File: config.mk
export PLATFORM = sky130hd
export DESIGN_NAME = vga_timing_gen_flat
export DESIGN_NICKNAME = d
export VERILOG_FILES = /design/src/rtl/vga_timing_if.sv /design/src/rtl/vga_timing_gen.sv /design/src/flat_wrapper.sv
export SDC_FILE = /design/constraint.sdc
export NUM_CORES = 1
export LEC_CHECK = 0
export BUFFER_PORTS_ARGS = -buffer_cell sky130_fd_sc_hd__buf_2
export CAP_MARGIN = 0
export CORE_AREA = 2 2 73 75
export CTS_BUF_LIST = sky130_fd_sc_hd__clkbuf_4 sky130_fd_sc_hd__clkbuf_8
export DETAILED_ROUTE_END_ITERATION = 8
export DIE_AREA = 0 0 75 77
export PLACE_DENSITY = 0.69
export SLEW_MARGIN = 0
export SYNTH_ARGS = -nofsm -noshare
export SYNTH_HDL_FRONTEND = slang
export SYNTH_SLANG_ARGS = --single-unit
File: constraint.sdc
create_clock -name iCLK -period 2.2 [get_ports iCLK]
set_input_delay 0.33 -clock iCLK [delete_from_list [all_inputs] [get_ports iCLK]]
set_output_delay 0.33 -clock iCLK [all_outputs]
set_load 0.02 [all_outputs]
File: src/rtl/vga_timing_if.sv
// Raster bundle between the VGA timing generator, the page colour generators and the DAC.
// The master drives coordinates, sync and colour out, and takes colour back in.
interface vga_timing_if;
   logic        iVGA_R;
   logic        iVGA_G;
   logic        iVGA_B;
   logic [10:0] oVGA_X;
   logic [9:0]  oVGA_Y;
   logic        oFRAME_START;
   logic        oVGA_HS;
   logic        oVGA_VS;
   logic        oVGA_BLANK_N;
   logic        oVGA_R;
   logic        oVGA_G;
   logic        oVGA_B;

   modport master (
      input  iVGA_R, iVGA_G, iVGA_B,
      output oVGA_X, oVGA_Y, oFRAME_START, oVGA_HS, oVGA_VS,
      output oVGA_BLANK_N, oVGA_R, oVGA_G, oVGA_B
   );

   modport slave (
      output iVGA_R, iVGA_G, iVGA_B,
      input  oVGA_X, oVGA_Y, oFRAME_START, oVGA_HS, oVGA_VS,
      input  oVGA_BLANK_N, oVGA_R, oVGA_G, oVGA_B
   );
endinterface

File: src/rtl/vga_timing_gen.sv
// Pixel-rate VGA raster generator: counters, registered coordinates/sync, and an output
// stage that masks the returned colour with blanking and aligns it with HS/VS/BLANK_N.
module vga_timing_gen #(
   parameter int H_VISIBLE = 640,
   parameter int H_FRONT   = 16,
   parameter int H_SYNC    = 96,
   parameter int H_BACK    = 48,
   parameter int V_VISIBLE = 480,
   parameter int V_FRONT   = 10,
   parameter int V_SYNC    = 2,
   parameter int V_BACK    = 33,
   parameter bit HS_POL    = 1'b0,
   parameter bit VS_POL    = 1'b0
) (
   input  logic          iCLK,
   input  logic          iRST,
   vga_timing_if.master  vga
);
   localparam int H_TOTAL = H_VISIBLE + H_FRONT + H_SYNC + H_BACK;
   localparam int V_TOTAL = V_VISIBLE + V_FRONT + V_SYNC + V_BACK;

   localparam logic [10:0] H_LAST     = 11'(H_TOTAL - 1);
   localparam logic [9:0]  V_LAST     = 10'(V_TOTAL - 1);
   localparam logic [10:0] H_ACT_END  = 11'(H_VISIBLE);
   localparam logic [9:0]  V_ACT_END  = 10'(V_VISIBLE);
   localparam logic [10:0] HS_FIRST   = 11'(H_VISIBLE + H_FRONT);
   localparam logic [10:0] HS_LAST    = 11'(H_VISIBLE + H_FRONT + H_SYNC - 1);
   localparam logic [9:0]  VS_FIRST   = 10'(V_VISIBLE + V_FRONT);
   localparam logic [9:0]  VS_LAST    = 10'(V_VISIBLE + V_FRONT + V_SYNC - 1);

   logic [10:0] r_h_cnt;
   logic [9:0]  r_v_cnt;
   logic        w_h_wrap;

   logic [10:0] r_x;
   logic [9:0]  r_y;
   logic        r_act1;
   logic        r_hs1;
   logic        r_vs1;
   logic        r_frame_start;

   logic        r_hs;
   logic        r_vs;
   logic        r_blank_n;
   logic [2:0]  r_rgb;
   logic [2:0]  w_rgb_in;

   assign w_h_wrap = (r_h_cnt == H_LAST);
   assign w_rgb_in = {vga.iVGA_R, vga.iVGA_G, vga.iVGA_B};

   always_ff @(posedge iCLK) begin
      if (iRST) begin
         r_h_cnt <= '0;
         r_v_cnt <= '0;
      end else begin
         r_h_cnt <= w_h_wrap ? 11'd0 : r_h_cnt + 11'd1;
         if (w_h_wrap)
            r_v_cnt <= (r_v_cnt == V_LAST) ? 10'd0 : r_v_cnt + 10'd1;
      end
   end

   always_ff @(posedge iCLK) begin
      if (iRST) begin
         r_x           <= '0;
         r_y           <= '0;
         r_act1        <= 1'b0;
         r_hs1         <= 1'b0;
         r_vs1         <= 1'b0;
         r_frame_start <= 1'b0;
      end else begin
         r_x           <= r_h_cnt;
         r_y           <= r_v_cnt;
         r_act1        <= (r_h_cnt < H_ACT_END) && (r_v_cnt < V_ACT_END);
         r_hs1         <= (r_h_cnt >= HS_FIRST) && (r_h_cnt <= HS_LAST);
         r_vs1         <= (r_v_cnt >= VS_FIRST) && (r_v_cnt <= VS_LAST);
         r_frame_start <= (r_h_cnt == 11'd0) && (r_v_cnt == 10'd0);
      end
   end

   // Colour returned for the stage-1 coordinate lands in the same stage as its sync/blank.
   always_ff @(posedge iCLK) begin
      if (iRST) begin
         r_hs      <= ~HS_POL;
         r_vs      <= ~VS_POL;
         r_blank_n <= 1'b0;
      end else begin
         r_hs      <= r_hs1 ? HS_POL : ~HS_POL;
         r_vs      <= r_vs1 ? VS_POL : ~VS_POL;
         r_blank_n <= r_act1;
      end
   end

   generate
      for (genvar gi = 0; gi < 3; gi++) begin : g_rgb
         always_ff @(posedge iCLK) begin
            if (iRST)
               r_rgb[gi] <= 1'b0;
            else
               r_rgb[gi] <= r_act1 & w_rgb_in[gi];
         end
      end
   endgenerate

   assign vga.oVGA_X       = r_x;
   assign vga.oVGA_Y       = r_y;
   assign vga.oFRAME_START = r_frame_start;
   assign vga.oVGA_HS      = r_hs;
   assign vga.oVGA_VS      = r_vs;
   assign vga.oVGA_BLANK_N = r_blank_n;
   assign vga.oVGA_R       = r_rgb[2];
   assign vga.oVGA_G       = r_rgb[1];
   assign vga.oVGA_B       = r_rgb[0];
endmodule
File: src/flat_wrapper.sv
// flat-port wrapper written by rule: the top's interface ports become plain ports
module vga_timing_gen_flat 
#(
   parameter int H_VISIBLE = 640,
   parameter int H_FRONT   = 16,
   parameter int H_SYNC    = 96,
   parameter int H_BACK    = 48,
   parameter int V_VISIBLE = 480,
   parameter int V_FRONT   = 10,
   parameter int V_SYNC    = 2,
   parameter int V_BACK    = 33,
   parameter bit HS_POL    = 1'b0,
   parameter bit VS_POL    = 1'b0
)
  (iCLK, iRST, vga_iVGA_R, vga_iVGA_G, vga_iVGA_B, vga_oVGA_X, vga_oVGA_Y, vga_oFRAME_START, vga_oVGA_HS, vga_oVGA_VS, vga_oVGA_BLANK_N, vga_oVGA_R, vga_oVGA_G, vga_oVGA_B);
  vga_timing_if vga_i ();
  input  logic iCLK;
  input  logic iRST;
  input wire logic [$bits(vga_i.iVGA_R)-1:0] vga_iVGA_R;
  input wire logic [$bits(vga_i.iVGA_G)-1:0] vga_iVGA_G;
  input wire logic [$bits(vga_i.iVGA_B)-1:0] vga_iVGA_B;
  output wire logic [$bits(vga_i.oVGA_X)-1:0] vga_oVGA_X;
  output wire logic [$bits(vga_i.oVGA_Y)-1:0] vga_oVGA_Y;
  output wire logic [$bits(vga_i.oFRAME_START)-1:0] vga_oFRAME_START;
  output wire logic [$bits(vga_i.oVGA_HS)-1:0] vga_oVGA_HS;
  output wire logic [$bits(vga_i.oVGA_VS)-1:0] vga_oVGA_VS;
  output wire logic [$bits(vga_i.oVGA_BLANK_N)-1:0] vga_oVGA_BLANK_N;
  output wire logic [$bits(vga_i.oVGA_R)-1:0] vga_oVGA_R;
  output wire logic [$bits(vga_i.oVGA_G)-1:0] vga_oVGA_G;
  output wire logic [$bits(vga_i.oVGA_B)-1:0] vga_oVGA_B;
  assign vga_i.iVGA_R = vga_iVGA_R;
  assign vga_i.iVGA_G = vga_iVGA_G;
  assign vga_i.iVGA_B = vga_iVGA_B;
  assign vga_oVGA_X = vga_i.oVGA_X;
  assign vga_oVGA_Y = vga_i.oVGA_Y;
  assign vga_oFRAME_START = vga_i.oFRAME_START;
  assign vga_oVGA_HS = vga_i.oVGA_HS;
  assign vga_oVGA_VS = vga_i.oVGA_VS;
  assign vga_oVGA_BLANK_N = vga_i.oVGA_BLANK_N;
  assign vga_oVGA_R = vga_i.oVGA_R;
  assign vga_oVGA_G = vga_i.oVGA_G;
  assign vga_oVGA_B = vga_i.oVGA_B;
  vga_timing_gen #(.H_VISIBLE(H_VISIBLE), .H_FRONT(H_FRONT), .H_SYNC(H_SYNC), .H_BACK(H_BACK), .V_VISIBLE(V_VISIBLE), .V_FRONT(V_FRONT), .V_SYNC(V_SYNC), .V_BACK(V_BACK), .HS_POL(HS_POL), .VS_POL(VS_POL)) u_core (.iCLK(iCLK), .iRST(iRST), .vga(vga_i));
endmodule
==> Word-level counts from Yosys, hierarchy flattened <==
Cells that the tools add are included.
{ "totals": {"ff_bits": 52, "out_inout_bits": 28, "elab_cells": 37} }
{ "op_classes": {"n_lt_le_gt_ge": 6, "add_sub_neg": 2, "n_reduce_logical": 7, "n_bitwise": 3, "muxes": 3, "n_eq_ne": 2} }
{ "ops": {"columns": ["operator", "n"], "rows": [
  ["11-bit by 1-bit adder with 11-bit output, second input constant", 1],
  ["11-bit by 10-bit == test with 1-bit output, second input constant", 1],
  ["11-bit by 10-bit >= comparator with 1-bit output, second input constant", 1],
  ["11-bit by 10-bit <= comparator with 1-bit output, second input constant", 1],
  ["11-bit logical NOT", 1],
  ["11-bit by 10-bit less-than comparator with 1-bit output, second input constant", 1],
  ["10-bit by 1-bit adder with 10-bit output, second input constant", 1],
  ["10-bit == test, second input constant", 1],
  ["10-bit by 9-bit >= comparator with 1-bit output, second input constant", 1],
  ["10-bit by 9-bit <= comparator with 1-bit output, second input constant", 1],
  ["10-bit logical NOT", 1],
  ["10-bit by 9-bit less-than comparator with 1-bit output, second input constant", 1],
  ["10-bit 2-to-1 mux", 1],
  ["1-bit logical AND", 4],
  ["1-bit bitwise AND", 3],
  ["1-bit 2-to-1 mux", 2],
  ["2-bit OR reduction", 1]
]} }

==> Depth between registers and ports, before layout <==
Gate-level depths: netlist of run 1.
{ "logic_depth": {"ltp_word": 2, "mapped_depth": 6, "depth_no_buf": 5} }

==> Least setup slack after synthesis of run 1 <==
Ideal clock, no wire load.
{ "synth_timing": {"kind": "reg2reg", "start": "register u_core.r_h_cnt[0]", "end": "register u_core.r_v_cnt[7]", "setup_time_ns": 0.066, "n_path_buf": 1, "required_time_ns": 2.134, "path_slack_ns": 0.470, "synth_period_minus_slack_ns": 1.730, "stages_incl_launch_ff": 7, "arrival_ns": 1.664, "cell_sequence": "dfxtp_1 > ha_1 > and3_1 > buf_2 > nand3_4 > or4_4 > a21oi_2"} }
{ "synth_via": {"elab_chain_len": 1} }
{ "synth_rtl": {"columns": ["item", "line", "rtl"], "rows": [
  ["start: declaration", "vga_timing_gen.sv:31", "logic [10:0] r_h_cnt;"],
  ["start signal: assignment", "vga_timing_gen.sv:56", "r_h_cnt <= w_h_wrap ? 11'd0 : r_h_cnt + 11'd1;"],
  ["11-bit by 10-bit == test with 1-bit output", "vga_timing_gen.sv:48", "assign w_h_wrap = (r_h_cnt == H_LAST);"],
  ["end signal: assignment", "vga_timing_gen.sv:58", "r_v_cnt <= (r_v_cnt == V_LAST) ? 10'd0 : r_v_cnt + 10'd1;"],
  ["end: declaration", "vga_timing_gen.sv:32", "logic [9:0] r_v_cnt;"]
]} }
No other way between the ends.
A chain may end at the register's enable or synchronous reset.

==> Worst setup path in the final report of run 1 <==
{ "layout_timing": {"start": "register u_core.r_h_cnt[0]", "end": "register u_core.r_v_cnt[6]"} }
The elaborated chain is that of the path after synthesis.

==> qor.log, run 1 <==
[outcome] status finished, final reports clean
[sta] number of endpoints failing setup at the final stage 0
[logic_synthesis] post-synth cell types 39
[finish] Post-Layout Cell Count 298
[power] worst vdd ir 0.368 mV
[power] leakage 0.950 nW
[die] overall die area 5780 um2
[worst_setup_path] category of the critical setup timing path flip-flop to flip-flop
[sta] Hold Violations, Final 0
[sta] minimum clock period after layout 1.80 ns
[clock_network] clock buffers created by TritonCTS 5
[power] Total Power Consumption 1.66 mW
[clock_network] number of clock sinks seen by CTS 52
[grt] first-pass GRT wire length 6000 um
[logic_synthesis] cell count after synthesis 194
[drt] vias per inst 4.78
[drt] wirelength, routed 3540 um
[power] power density relative to cell area 729 nW/um2
[die] standard-cell row count 26
[worst_setup_path] number of cells on the worst reg-to-reg path 5
[drt] routed length per instance 11.9 um
[worst_setup_path] Slowest Stage Delay on Critical Path 0.44 ns
[die] Vert. Die Dim 77 um
[logic_synthesis] EDFF count, synth 0
[drt] drt initial violations 74
[logic_synthesis] ys flop type dfxtp_1
[worst_setup_path] CP arrival 2.04 ns
[clock_network] count of buffers added by post-CTS timing repair for setup 0
[die] count of boundary I/O pins 33
[die] placeable core region 4980 um2
[clock_network] clock-pin transition on the worst setup and hold timing paths 0.09 ns
[worst_setup_path] worst-path cell chain ha_1, and3_1, nand4_2, or4_1, a21oi_1
[place] post-placement cell count 290
[worst_setup_path] total buffers and inverters traversed by the critical path 0
[sta] Rel. slew slack 66.1%
[clock_network] Skew-Pair Late Insertion Delay 0.31 ns
[place] Post-Place Worst Slack 0.417 ns
[sta] RSZ-0062 raised after global routing false
[place] HPWL after DPL 2430 um
[grt] maximum number of pins on one net before global-route repair 29
[sta] final-report max-slew violation count 0
[finish] Final #Nets 236
[flow_run] max-cap viol count 0
[finish] fill cell count 487
[sta] final worst path period share 81.8%
[min_path] hold path start vga_iVGA_G
[sta] worst-margin pin slew 0.508 ns
[clock_network] CTS H-tree depth 2
[min_path] endpoint of the worst hold-timing path u_core.vga.oVGA_G$_SDFF_PP0_
[die] Starting Density 38.9%
[logic_synthesis] post-synth design cell area 1940 um2
[grt] total grt overflow 0
[grt] number of global-route vias before repair 1299
[logic_synthesis] cell accounting for the most synthesized area dfxtp_1
[clock_network] count of cells resized by post-cts repair 0
[clock_network] root buffer selected by CTS clkbuf_8
[worst_setup_path] worst setup slack for register-to-register paths 0.40 ns
[worst_setup_path] critical register-to-register path endpoint u_core.r_v_cnt[6]$_SDFFE_PP0N_
[sta] Final Worst Setup Slack 0.399 ns
[worst_setup_path] peak fanout along the critical path 7
[clock_network] number of buffers on the longest clock path 2
[min_path] type of the most critical hold path input pin to flip-flop
[worst_setup_path] crit path launch type flip-flop
[die] width of the die 75 um
[logic_synthesis] proportion of netlist area held by the largest area contributor 53.7%
[finish] final core utilization 45.8%
[clock_network] post-cts hold buffer count 0
[worst_setup_path] kind of capture point of the worst setup path flip-flop
[logic_synthesis] fraction of registers with async set or reset after synthesis 0%
[grt] number of antenna violations at the first check in global routing 0
[logic_synthesis] sequential-to-total area share from yosys stat 53.7%
[place] number of input and output port buffers inserted 32
[sta] worst clock skew on the final layout 0.00908 ns
[drt] Residual DRC 0
[place] routability-driven placement congestion ratio 0.831
[logic_synthesis] synthesis-stage register bit count 52
[sta] final sum of negative setup slack 0 ns
[worst_setup_path] cell at the slowest stage of the critical path or4_1
[drt] routed via count 1423
[finish] proportion of layout cells with a drive suffix above 1 21.5%
[worst_setup_path] largest delay contributor family on the critical path simple AND/OR/NAND/NOR gates
[logic_synthesis] dominant cells by area after synthesis dfxtp_1, nor2b_1, nor2_1
[sta] fmax 0.555 GHz
[finish] area growth from synthesis to final layout 17.6%
[drt] Routed Antenna Nets 0
[clock_network] CTS tree built
[logic_synthesis] post-synthesis net count 203
[logic_synthesis] average footprint of a synthesized cell 9.99 um2
[finish] final antenna diode count 0
[min_path] cell depth of the worst hold path 2
[worst_setup_path] endpoint required time on the critical path 2.44 ns
[drt] Pre-antenna DRT Iters 4
[logic_synthesis] Syn. warnings 0
[grt] GRT Total Usage 13.6%
[worst_setup_path] FF-to-FF Start u_core.r_h_cnt[0]$_SDFF_PP0_
==> flip-flops by register name (all words and copies together), names as in the netlist <==
signal / flops
u_core.r_act1: 1
u_core.r_h_cnt: 11
u_core.r_hs1: 1
u_core.r_v_cnt: 10
u_core.r_vs1: 1
u_core.vga.oFRAME_START: 1
u_core.vga.oVGA_B: 1
u_core.vga.oVGA_BLANK_N: 1
u_core.vga.oVGA_G: 1
u_core.vga.oVGA_HS: 1
u_core.vga.oVGA_R: 1
u_core.vga.oVGA_VS: 1
u_core.vga.oVGA_X: 11
u_core.vga.oVGA_Y: 10
==> cell usage in the layout, fill, tap and decap left out, types with 2 or more instances in the layout <==
master	netlist	final
nor3_1	5	5
nor2b_1	17	17
nor2_1	21	21
and2_1	3	3
a21oi_1	8	8
and4_1	2	2
dfxtp_1	52	52
o21ai_0	4	4
buf_2	3	32
xnor2_1	3	3
ha_1	4	4
o31ai_1	3	3
nand3_1	8	8
xor2_1	9	9
and3_1	5	5
buf_4	0	2
or3_1	2	2
inv_1	6	6
nand4_1	6	6
clkbuf_8	0	5
nand2_1	8	8
or4_1	2	2
==> logic make-up (layout without fill, tap and decap cells) <==
family,count (synthesis),in the layout,synth area share (%)
adder cells (fa/ha/maj),4,4,2.58
AND/OR/NAND/NOR,92,92,28.3
buffers and inverters,14,48,2.90
XOR/XNOR,12,12,5.42
flip-flops,52,52,53.7
AO/OA/AOI/OAI,19,19,6.59
multiplexers,1,1,0.516
==> worst max-delay path by stage <==
stage,startpoint,to,slack (ns),cells after the start
2_1_floorplan,u_core.r_h_cnt[0]$_SDFF_PP0_,u_core.r_v_cnt[7]$_SDFFE_PP0N_,0.47,6
3_3_place_gp,u_core.r_h_cnt[0]$_SDFF_PP0_,u_core.r_v_cnt[3]$_SDFFE_PP0N_,0.48,5
3_5_place_dp,u_core.r_h_cnt[0]$_SDFF_PP0_,u_core.r_v_cnt[6]$_SDFFE_PP0N_,0.42,5
4_1_cts,u_core.r_h_cnt[4]$_SDFF_PP0_,u_core.r_v_cnt[6]$_SDFFE_PP0N_,0.40,4
5_1_grt,u_core.r_h_cnt[0]$_SDFF_PP0_,u_core.r_v_cnt[6]$_SDFFE_PP0N_,0.22,5
6_report,u_core.r_h_cnt[0]$_SDFF_PP0_,u_core.r_v_cnt[6]$_SDFFE_PP0N_,0.40,5
==> area by class of cell <==
class / instances / area (um2) / share of cell area [%]
clock inverters: 3 / 42.5 / 1.87
well taps: 70 / 87.6 / 3.84
multi-input cells: 128 / 841 / 36.9
inverters: 6 / 22.5 / 0.988
flip-flops and latches: 52 / 1040 / 45.7
repair buffers: 34 / 175 / 7.69
clock buffers: 5 / 68.8 / 3.02
==> worst reg2reg max path, stage by stage (launching register included) <==
cell and delay, ns:
dfxtp_1 0.42, ha_1 0.21, and3_1 0.28, nand4_2 0.23, or4_1 0.45, a21oi_1 0.16
==> cells in the mapped netlist (2+ instances only) <==
master / n
and2_1: 3
nor2_1: 21
nor2b_1: 17
dfxtp_1: 52
nand4_1: 6
o21ai_0: 4
inv_1: 6
or4_1: 2
or3_1: 2
nand2_1: 8
ha_1: 4
nand3_1: 8
nor3_1: 5
buf_2: 3
and4_1: 2
a21oi_1: 8
clkbuf_1: 5
o31ai_1: 3
xor2_1: 9
and3_1: 5
xnor2_1: 3
==> layer usage <==
metal	GRT usage, %	vias to the layer above	share of wire, %
met5	0	-	0
met4	7.86	0	1.4
met3	3.29	4	4.6
met2	19.6	38	44
met1	18.1	654	50
li1	-	727	-
==> metrics by stage <==
step                      area [um2]  hold WS (ns)
after floorplan                 1940         0.352
after global placement          2170         0.357
after detailed placement        2170         0.356
after CTS                       2280         0.213
after global routing            2280         0.227
final                           2280         0.222
==> report_power, final <==
| part | internal, mW | switching, mW | total [mW] | leakage (nW) |
|---|---|---|---|---|
| sequential | 0.954 | 0.00842 | 0.962 | 0.421 |
| combinational | 0.0200 | 0.0384 | 0.0584 | 0.475 |
| clock | 0.336 | 0.304 | 0.641 | 0.0541 |
| total | 1.31 | 0.351 | 1.66 | 0.950 |
No activity file was read; power rests on OpenSTA's default activity.
==> run 2, diff against run 1 <==
- ABC_AREA: unset -> 1
- CORE_AREA: 2 2 73 75 -> 2 2 75 77
- DIE_AREA: 0 0 75 77 -> 0 0 77 79
- PLACE_DENSITY: 0.69 -> 0.71
- clock period: 2.2 -> 1.62 ns (I/O delays scaled with it)
==> qor.log, run 2 <==
[outcome] status finished, final reports clean
[min_path] cell depth of the worst hold path 3 [+1]
[sta] minimum clock period after layout 1.43 ns [-0.366 ns]
[worst_setup_path] peak fanout along the critical path 6 [-1]
[sta] final worst path period share 88.5% [+6.7 points]
[worst_setup_path] FF-to-FF Start u_core.r_h_cnt[0]$_SDFF_PP0_
[logic_synthesis] ys flop type dfxtp_1
[finish] proportion of layout cells with a drive suffix above 1 19.6% [-1.9 points]
[logic_synthesis] average footprint of a synthesized cell 7.48 um2 [-25%]
[worst_setup_path] category of the critical setup timing path flip-flop to flip-flop
[place] Post-DP Area 2310 um2 [+6.7%]
[sta] fmax 0.697 GHz [+26%]
[grt] number of global-route vias before repair 1660 [+28%]
[drt] routed via count 1806 [+27%]
[min_path] hold path start vga_iVGA_B
[clock_network] root buffer selected by CTS clkbuf_8
[drt] drt initial violations 95 [+28%]
[logic_synthesis] top cell types by occurrence after synthesis nand2_1, nor2_1, dfxtp_1
[grt] GRT Total Usage 14.9% [+1.3 points]
[drt] Routed Antenna Nets 0 [unchanged]
[worst_setup_path] worst setup slack for register-to-register paths 0.19 ns [-0.21 ns]
[sta] final-report max-slew violation count 0 [unchanged]
[worst_setup_path] Slowest Stage Delay on Critical Path 0.38 ns [-0.06 ns]
[logic_synthesis] EDFF count, synth 0 [unchanged]
[sta] final sum of negative setup slack 0 ns [unchanged]
[place] number of input and output port buffers inserted 32 [unchanged]
[worst_setup_path] launch point of the critical path u_core.r_h_cnt[0]$_SDFF_PP0_
[worst_setup_path] crit path launch type flip-flop
[die] Starting Density 38.5% [-0.43 points]
[sta] RSZ-0062 raised after global routing false
[worst_setup_path] endpoint required time on the critical path 1.82 ns [-0.62 ns]
[finish] commonest non-fill, non-tap cell in the layout nand2_1
[logic_synthesis] fraction of registers with async set or reset after synthesis 0% [unchanged]
[power] power density relative to cell area 885 nW/um2 [+21%]
[worst_setup_path] number of cells on the worst reg-to-reg path 7 [+2]
[finish] Non-Filler Cell Area, Final 2440 um2 [+7.0%]
[drt] vias per inst 4.65 [-2.5%]
[grt] total grt overflow 0 [unchanged]
[drt] Pre-antenna DRT Iters 4 [unchanged]
[worst_setup_path] worst-path cell chain ha_1, nand3_2, nor2_4, nand2_2, nand2_1, buf_4, a21oi_1
[power] worst vdd ir 0.509 mV [+38%]
[sta] worst clock skew on the final layout 0.00881 ns [-0.000274 ns]
[finish] area growth from synthesis to final layout 18.6%
[clock_network] number of clock sinks seen by CTS 52 [unchanged]
[drt] Residual DRC 0 [unchanged]
[clock_network] CTS H-tree depth 2 [unchanged]
[finish] final antenna diode count 0 [unchanged]
[die] standard-cell row count 27 [+3.8%]
[sta] worst-margin pin slew 0.338 ns [-0.170 ns]
[clock_network] clock buffers created by TritonCTS 5 [unchanged]
[die] Vert. Die Dim 79 um [+2.6%]
[die] width of the die 77 um [+2.7%]
[logic_synthesis] cell count after synthesis 275 [+42%]
[drt] routed length per instance 10.7 um [-9.8%]
[min_path] endpoint of the worst hold-timing path u_core.vga.oVGA_B$_SDFF_PP0_
[logic_synthesis] sequential-to-total area share from yosys stat 50.6% [-3.1 points]
[worst_setup_path] kind of capture point of the worst setup path flip-flop
[logic_synthesis] most frequent cell after synthesis nand2_1
[finish] commonest non-fill, non-tap cells in the layout nand2_1, nor2_1, dfxtp_1
[logic_synthesis] post-synth design cell area 2060 um2 [+6.1%]
[logic_synthesis] Syn. warnings 0 [unchanged]
[grt] number of antenna violations at the first check in global routing 0 [unchanged]
[flow_run] max-cap viol count 0 [unchanged]
[power] Total Power Consumption 2.16 mW [+30%]
[worst_setup_path] critical register-to-register path endpoint u_core.r_h_cnt[8]$_SDFF_PP0_
[clock_network] clock-pin transition on the worst setup and hold timing paths 0.10 ns [about the same]
[logic_synthesis] synthesis-stage register bit count 52 [unchanged]
[finish] final core utilization 45.7% [-0.090 points]
[sta] number of endpoints failing setup at the final stage 0 [unchanged]
[finish] Post-Layout Cell Count 388 [+30%]
[die] count of boundary I/O pins 33 [unchanged]
[logic_synthesis] post-synth cell types 23 [-41%]
[worst_setup_path] cell at the slowest stage of the critical path dfxtp_1
[grt] first-pass GRT wire length 7260 um [+21%]
[die] placeable core region 5340 um2 [+7.2%]
[clock_network] Skew-Pair Late Insertion Delay 0.31 ns [about the same]
[logic_synthesis] post-synthesis net count 284 [+40%]
[logic_synthesis] proportion of netlist area held by the largest area contributor 50.6% [-3.1 points]
[grt] maximum number of pins on one net before global-route repair 31 [+6.9%]
[place] HPWL after DPL 3140 um [+29%]
[min_path] type of the most critical hold path input pin to flip-flop
[die] overall die area 6080 um2 [+5.3%]
[clock_network] CTS tree built
[sta] Final Worst Setup Slack 0.186 ns [-0.214 ns]
[power] leakage 1.08 nW [+13%]
[sta] Rel. slew slack 77.4% [+11 points]
[sta] Hold Violations, Final 0 [unchanged]
[logic_synthesis] cell accounting for the most synthesized area dfxtp_1
[drt] wirelength, routed 4150 um [+17%]
[worst_setup_path] CP arrival 1.64 ns [-0.40 ns]
[place] Post-Place Worst Slack 0.134 ns [-0.283 ns]
[logic_synthesis] dominant cells by area after synthesis dfxtp_1, nand2_1, nor2_1
[clock_network] number of buffers on the longest clock path 2 [unchanged]
[sta] worst hold-check slack 0.134 ns [-0.0881 ns]
[finish] Final #Nets 324 [+37%]
[place] routability-driven placement congestion ratio 0.897 [+7.9%]
[clock_network] post-cts hold buffer count 0 [unchanged]
[place] post-placement cell count 379 [+31%]
run 2: cell count changes after synthesis, sizes merged, moves of 6 or more:
cell and change:
inv +25, and3 -6, nand3 +12, nand2 +59, xor2 -8, nor2 +38
nor2b -17
run 2: worst max path at each step:
| stage | endpoint | slack (ns) | cells past startpoint |
|---|---|---|---|
| after floorplan | u_core.r_h_cnt[5]$_SDFF_PP0_ | 0.27 | 7 |
| after global placement | u_core.r_h_cnt[5]$_SDFF_PP0_ | 0.19 | 7 |
| after detailed placement | u_core.r_v_cnt[3]$_SDFFE_PP0N_ | 0.13 | 6 |
| after CTS | u_core.r_h_cnt[8]$_SDFF_PP0_ | 0.1 | 7 |
| after global routing | u_core.r_v_cnt[8]$_SDFFE_PP0N_ | 0.005 | 7 |
| final | u_core.r_h_cnt[8]$_SDFF_PP0_ | 0.19 | 7 |
run 2: metal layers:
metal	global-route usage, %	wire [um]	up-vias	share of wire [%]
met3	4.55	255	8	6.1
met1	17.6	1900	815	46
met4	5.89	77	0	1.9
li1	-	-	939	-
met2	25.5	1920	44	46
met5	0	0	-	0
run 2: power breakdown:
group | internal [mW] | switching (mW)
logic | 0.0319 | 0.0589
registers | 1.30 | 0.00993
clock network | 0.317 | 0.445
run 2: worst max-delay path, delay by kind of cell (launching register included):
family | cells | cell delay, ns
buffers and inverters | 1 | 0.15
DFF | 1 | 0.38
and+or+nand+nor | 4 | 0.52
adders and majority gates | 1 | 0.24
AOI/OAI and AO/OA | 1 | 0.05
run 2: area by class of cell:
cell class / count / area, um2
Fill cell: 577 / 2900
Sequential cell: 52 / 1040
Multi-Input combinational cell: 187 / 877
Timing Repair Buffer: 38 / 218
Inverter: 31 / 116
Tap cell: 72 / 90.1
Clock buffer: 5 / 68.8
Clock inverter: 3 / 27.5
run 2: cells by family after synthesis:
group	share of synthesized area [%]
simple gates	34.1
flops	50.6
buf+inv	7.18
compound gates	5.17
fa+ha+maj	2.43
xor+xnor	0.426
run 2: repair_timing:
action / in CTS / in global routing
endpoints found under the setup margin: 0 / 15
resized for setup: 0 / 2
setup buffers: 0 / 1
